## src/rtl/spi_tx_pkg.sv

```systemverilog
// Shared types for the SPI track-packet transmitter: FSM state encoding and packet width helper.
package spi_tx_pkg;

  typedef enum logic [2:0] {
    IDLE  = 3'd0,
    SETUP = 3'd1,
    HIGH  = 3'd2,
    LOW   = 3'd3,
    HOLD  = 3'd4,
    GAP   = 3'd5
  } tx_state_e;

  function automatic int unsigned pkt_width(input int unsigned num_tracks,
                                            input int unsigned packet_size);
    return num_tracks * packet_size;
  endfunction

endpackage

```

## src/rtl/spi_tick_gen.sv

```systemverilog
// Half-period down-counter: reload restarts a SCK_HALF_DIV-cycle interval, tick_c marks its last cycle.
module spi_tick_gen #(
  parameter int unsigned SCK_HALF_DIV = 4
) (
  input  logic clk,
  input  logic reset,
  input  logic reload,
  output logic tick_c
);

  localparam int unsigned CW = $clog2(SCK_HALF_DIV + 1);
  localparam logic [CW-1:0] LOAD = CW'(SCK_HALF_DIV - 1);

  logic [CW-1:0] cnt;

  always_ff @(posedge clk) begin
    if (reset || reload) begin
      cnt <= LOAD;
    end else if (cnt != '0) begin
      cnt <= cnt - CW'(1);
    end
  end

  assign tick_c = (cnt == '0);

endmodule

```

## src/rtl/spi_packet_tx.sv

```systemverilog
// SPI master serializing one W-bit track packet per cs frame, MSB first.
// Optional SPI_TX_REPEAT_EN: resend the last packet after REFRESH_CYC idle cycles.
module spi_packet_tx
  import spi_tx_pkg::*;
#(
  parameter int unsigned NUM_TRACKS   = 1,
  parameter int unsigned PACKET_SIZE  = 24,
  parameter int unsigned SCK_HALF_DIV = 4,
  parameter int unsigned CS_GAP       = 2
`ifdef SPI_TX_REPEAT_EN
  , parameter int unsigned REFRESH_CYC = 2**20
`endif
) (
  input  logic                                          clk,
  input  logic                                          reset,
  input  logic [pkt_width(NUM_TRACKS, PACKET_SIZE)-1:0] pkt_data,
  input  logic                                          pkt_valid,
  output logic                                          pkt_ready,
  output logic                                          cs,
  output logic                                          sck,
  output logic                                          sdo,
  output logic                                          done
);

  localparam int unsigned W  = pkt_width(NUM_TRACKS, PACKET_SIZE);
  localparam int unsigned BW = (W > 1) ? $clog2(W) : 1;
  localparam int unsigned GW = $clog2(CS_GAP + 1);

  tx_state_e     state, state_nx;
  logic [W-1:0]  shreg, shreg_nx;
  logic [BW-1:0] bit_cnt, bit_cnt_nx;
  logic [GW-1:0] gap_cnt, gap_cnt_nx;
  logic          cs_nx, sck_nx, sdo_nx, done_nx, ready_nx;
  logic          tick_c, accept_c, load_c;
  logic [W-1:0]  load_data_c;

  assign accept_c = pkt_ready && pkt_valid;

`ifdef SPI_TX_REPEAT_EN
  localparam int unsigned RW = $clog2(REFRESH_CYC + 1);

  logic [W-1:0]  last_pkt;
  logic          have_pkt;
  logic [RW-1:0] idle_cnt;
  logic          fire_c;

  // A fresh pkt_valid suppresses the refresh and restarts the idle count.
  assign fire_c      = (state == IDLE) && have_pkt && !pkt_valid && (idle_cnt == RW'(REFRESH_CYC - 1));
  assign load_c      = accept_c || fire_c;
  assign load_data_c = accept_c ? pkt_data : last_pkt;

  always_ff @(posedge clk) begin
    if (reset) begin
      last_pkt <= '0;
      have_pkt <= 1'b0;
      idle_cnt <= '0;
    end else begin
      if (accept_c) begin
        last_pkt <= pkt_data;
        have_pkt <= 1'b1;
      end
      if ((state == IDLE) && have_pkt && !pkt_valid && !fire_c) begin
        idle_cnt <= idle_cnt + RW'(1);
      end else begin
        idle_cnt <= '0;
      end
    end
  end
`else
  assign load_c      = accept_c;
  assign load_data_c = pkt_data;
`endif

  spi_tick_gen #(
    .SCK_HALF_DIV(SCK_HALF_DIV)
  ) u_tick (
    .clk   (clk),
    .reset (reset),
    .reload(state_nx != state),
    .tick_c(tick_c)
  );

  // Next-state and next-output logic; all outputs are registered below.
  always_comb begin
    state_nx   = state;
    shreg_nx   = shreg;
    bit_cnt_nx = bit_cnt;
    gap_cnt_nx = gap_cnt;
    cs_nx      = cs;
    sck_nx     = sck;
    sdo_nx     = sdo;
    done_nx    = 1'b0;
    case (state)
      IDLE: begin
        if (load_c) begin
          state_nx   = SETUP;
          shreg_nx   = load_data_c;
          bit_cnt_nx = BW'(W - 1);
          cs_nx      = 1'b1;
          sck_nx     = 1'b0;
          sdo_nx     = load_data_c[W-1];
        end
      end
      SETUP, LOW: begin
        if (tick_c) begin
          state_nx = HIGH;
          sck_nx   = 1'b1;
        end
      end
      HIGH: begin
        if (tick_c) begin
          sck_nx = 1'b0;
          if (bit_cnt == '0) begin
            state_nx = HOLD;
          end else begin
            state_nx   = LOW;
            shreg_nx   = shreg << 1;
            sdo_nx     = shreg_nx[W-1];
            bit_cnt_nx = bit_cnt - BW'(1);
          end
        end
      end
      HOLD: begin
        if (tick_c) begin
          state_nx   = GAP;
          cs_nx      = 1'b0;
          sdo_nx     = 1'b0;
          done_nx    = 1'b1;
          gap_cnt_nx = GW'(CS_GAP - 1);
        end
      end
      GAP: begin
        if (gap_cnt == '0) begin
          state_nx = IDLE;
        end else begin
          gap_cnt_nx = gap_cnt - GW'(1);
        end
      end
      default: state_nx = IDLE;
    endcase
    ready_nx = (state_nx == IDLE);
  end

  always_ff @(posedge clk) begin
    if (reset) begin
      state     <= IDLE;
      shreg     <= '0;
      bit_cnt   <= '0;
      gap_cnt   <= '0;
      cs        <= 1'b0;
      sck       <= 1'b0;
      sdo       <= 1'b0;
      done      <= 1'b0;
      pkt_ready <= 1'b0;
    end else begin
      state     <= state_nx;
      shreg     <= shreg_nx;
      bit_cnt   <= bit_cnt_nx;
      gap_cnt   <= gap_cnt_nx;
      cs        <= cs_nx;
      sck       <= sck_nx;
      sdo       <= sdo_nx;
      done      <= done_nx;
      pkt_ready <= ready_nx;
    end
  end

endmodule

```

## config.mk

```make
export PLATFORM = sky130hd
export DESIGN_NAME = spi_packet_tx
export DESIGN_NICKNAME = d
export VERILOG_FILES = /design/src/rtl/spi_tx_pkg.sv /design/src/rtl/spi_tick_gen.sv /design/src/rtl/spi_packet_tx.sv
export SDC_FILE = /design/constraint.sdc
export NUM_CORES = 1
export LEC_CHECK = 0
export CORE_ASPECT_RATIO = 0.5
export CORE_MARGIN = 1
export CORE_UTILIZATION = 45
export CTS_CLUSTER_DIAMETER = 30
export DETAILED_ROUTE_END_ITERATION = 8
export GPL_TIMING_DRIVEN = 0
export PLACE_DENSITY = 0.79
export SETUP_SLACK_MARGIN = 0.1
export SYNTH_ARGS = -nofsm -noshare
export SYNTH_HDL_FRONTEND = slang
export SYNTH_HIERARCHICAL = 1
export SYNTH_SLANG_ARGS = --single-unit
```

## constraint.sdc

```tcl
create_clock -name clk -period 1.9 [get_ports clk]
set_input_delay 0.38 -clock clk [delete_from_list [all_inputs] [get_ports clk]]
set_output_delay 0.38 -clock clk [all_outputs]
set_load 0.02 [all_outputs]
```

==> flow_metrics.env <==
export IMPL_cp_data_required_time_ns=2.10
export IMPL_diodes=0
export IMPL_rows=16
export IMPL_ys_async_sr_fraction_pct=0
export IMPL_ys_seq_area_share_pct=40.3
export IMPL_yosysTopAreaCell="dfxtp_1"
export IMPL_crit_start="bit_cnt[0]"
export IMPL_cts_hold_buf=0
export IMPL_hold_end="gap_cnt[0]"
export IMPL_vias_per_cell=5.59
export IMPL_start_util_pct=49.6
export IMPL_slew_headroom_pct=59.9
export IMPL_insertion_delay_ns=0.31
export IMPL_cts_tree="yes"
export IMPL_area_growth_pct=37.8
export IMPL_ys_seq_elements=41
export IMPL_die_area_um2=4810
export IMPL_status="complete, no violations"
export IMPL_cts_sinks=41
export IMPL_grt_pass1_vias=1715
export IMPL_yosys_top_cells_area="dfxtp_1, mux2i_1, a211oi_1, nor2_1, ha_1"
export IMPL_skew_ns=0.00706
export IMPL_synth_edff_count=0
export IMPL_min_delay_start="gap_cnt[0]"
export IMPL_syn_instance_count=216
export IMPL_synth_most_common_cell="dfxtp_1"
export IMPL_h_tree_depth=2
export IMPL_root_buffer="clkbuf_8"
export IMPL_reg2reg_to="u_tick/cnt[0]"
export IMPL_wl_per_cell_um=15.5
export IMPL_dp_hpwl_mm=3.22
export IMPL_fin_crit_ns=1.77
export IMPL_p_total_w=0.00215
export IMPL_clockBufferDepth=2
export IMPL_r2r_setup_slack_ns=0.13
export IMPL_syn_area_um2=2030
export IMPL_vias=1806
export IMPL_antenna_left=0
export IMPL_cts_buffers=5
export IMPL_final_util_pct=68.3
export IMPL_hold_viol=0
export IMPL_power_density_nw_per_um2=768
export IMPL_drv_slew=0
export IMPL_synth_ff_type="dfxtp_1"
export IMPL_core_um2=4100
export IMPL_io_buffer_count=31
export IMPL_grt_first_pass_wirelength_mm=7.76
export IMPL_drive_above_1_share_pct=29.7
export IMPL_drtPass1Iterations=4
export IMPL_drt_iter0_drc=61
export IMPL_die_x_um=97.1
export IMPL_worstHoldPathCells=2
export IMPL_max_cap_viol_count=0
export IMPL_clk_pin_slew_worst_paths_ns=0.09
export IMPL_critical_path_class="reg -> reg"
export IMPL_antenna_found_initial=0
export IMPL_fin_nets=300
export IMPL_die_h_um=49.5
export IMPL_tightest_slew_ns=0.601
export IMPL_grt_max_degree=15
export IMPL_syn_nets=248
export IMPL_reg2regPathDepth=8
export IMPL_p_leak_nw=0.990
export IMPL_setup_viol=0
export IMPL_wirelength_mm=5.02
export IMPL_rsz0062_at_grt="yes"
export IMPL_timing_rr_start="bit_cnt[0]"
export IMPL_synthDistinctLibCells=43
export IMPL_synth_top_area_share_pct=40.3
export IMPL_route_detailed_drc=0
export IMPL_peakVddDrop_mv=0.343
export IMPL_gp_congestion=0.816
export IMPL_post_route_period_util_pct=93.2
export IMPL_hp_class="reg -> reg"
export IMPL_fmax_mhz=564
export IMPL_overflow=0
export IMPL_syn_avg_cell_area_um2=9.42
export IMPL_worstPathArrival_ns=1.97
export IMPL_grt_use_total_pct=20.4
export IMPL_ys_warn_count=6
export IMPL_critical_path_startpoint_type="flop"
export IMPL_io_pins=32
export IMPL_netlist_top_cells_count="dfxtp_1, nor2_1, a211oi_1"
export IMPL_cp_max_fo=5
export IMPL_worstSetupEndpointType="flop"
==> cells by family (layout without fill, tap and decap cells) <==
family / count (synthesis) / count (layout) / synth area share, %
flip-flops: 41 / 41 / 40.3
adder cells (fa/ha/maj): 5 / 5 / 3.08
AO/OA/AOI/OAI: 52 / 52 / 19.1
multiplexers: 24 / 24 / 12.1
XOR/XNOR: 1 / 1 / 0.431
AND/OR/NAND/NOR: 70 / 70 / 18.5
buffers and inverters: 23 / 76 / 6.52
==> critical path: stages (launching register included) <==
cell and delay (ns):
dfxtp_2 0.34, inv_2 0.08, ha_4 0.14, nor4b_4 0.32, o22a_4 0.24, nand2_1 0.08
or2_4 0.27, nor2_4 0.13, nand2_1 0.06
==> per-stage QoR <==
stage	hold WS, ns	setup WS [ns]	std cells	setup TNS (ns)	cell area [um2]
floorplan	0.447	0.102	216	0	2050
global placement	0.457	-0.177	301	-3.39	2420
detailed placement	0.476	-0.227	301	-5.01	2420
CTS	0.488	0.106	317	0	2640
global route	0.528	0.0797	323	0	2800
finish	0.487	0.128	323	0	2800
==> per-layer routing <==
| layer | vias to the layer above | wire length, um | GRT usage [%] |
|---|---|---|---|
| met5 | - | 0 | 0 |
| met4 | 0 | 102 | 11.2 |
| met3 | 12 | 289 | 4.68 |
| met2 | 66 | 2360 | 33.7 |
| met1 | 846 | 2270 | 25.2 |
| li1 | 882 | - | - |
==> registers in the layout, indices dropped and copies added (netlist names) <==
register and flops:
sdo 1, u_tick/cnt 3, sck 1, done 1, gap_cnt 2, bit_cnt 5
shreg 23, pkt_ready 1, state 3, cs 1
==> worst max path at each step <==
stage	end	slack [ns]	cells past startpoint
2_1_floorplan	bit_cnt[3]	0.10	7
3_3_place_gp	state[1]	-0.18	4
3_5_place_dp	shreg[5]	-0.23	9
4_1_cts	u_tick/cnt[0]	0.11	8
5_1_grt	shreg[20]	0.08	9
6_report	u_tick/cnt[0]	0.13	8
==> timing repair <==
| action | CTS | global route |
|---|---|---|
| gates cloned | 0 | 1 |
| setup buffers | 8 | 5 |
| pin swaps | 3 | 6 |
| resized for setup | 17 | 33 |
| endpoints found under the setup margin | 30 | 34 |
==> final cells by class <==
type                       count  area (um2)
fill                         292        1300
multi-input combinational    152        1240
sequential                    41         825
timing repair buffer          45         437
buffer                        15         119
clock buffer                   5        68.8
tap                           54        67.6
inverter                       8        30.0
clock inverter                 3        21.3
==> cells in the final DEF (no fill, tap or decap), types with 2 or more instances in the layout <==
master and count:
inv_2 4, clkdlybuf4s50_1 31, nand3b_1 2, nor2_2 2, a21oi_1 7, nor4bb_2 2, inv_1 4, nand2b_1 2
clkbuf_8 5, ha_4 2, nor2_1 35, a311oi_1 2, ha_1 3, nand2_1 7, a211oi_1 10, dfxtp_1 38
a211o_1 2, nor2b_1 3, buf_4 15, a211oi_2 17, nor3_1 3, o21ai_0 3, clkbuf_2 4, or2_4 2
mux2i_1 23, dfxtp_2 3, buf_6 5
==> report_power, final <==
group | internal [W] | switching [W]
clock network | 0.000261 | 0.000335
logic | 0.000302 | 0.000265
registers | 0.000936 | 0.0000537
total | 0.00150 | 0.000654
(Power assumes the default switching activity.)
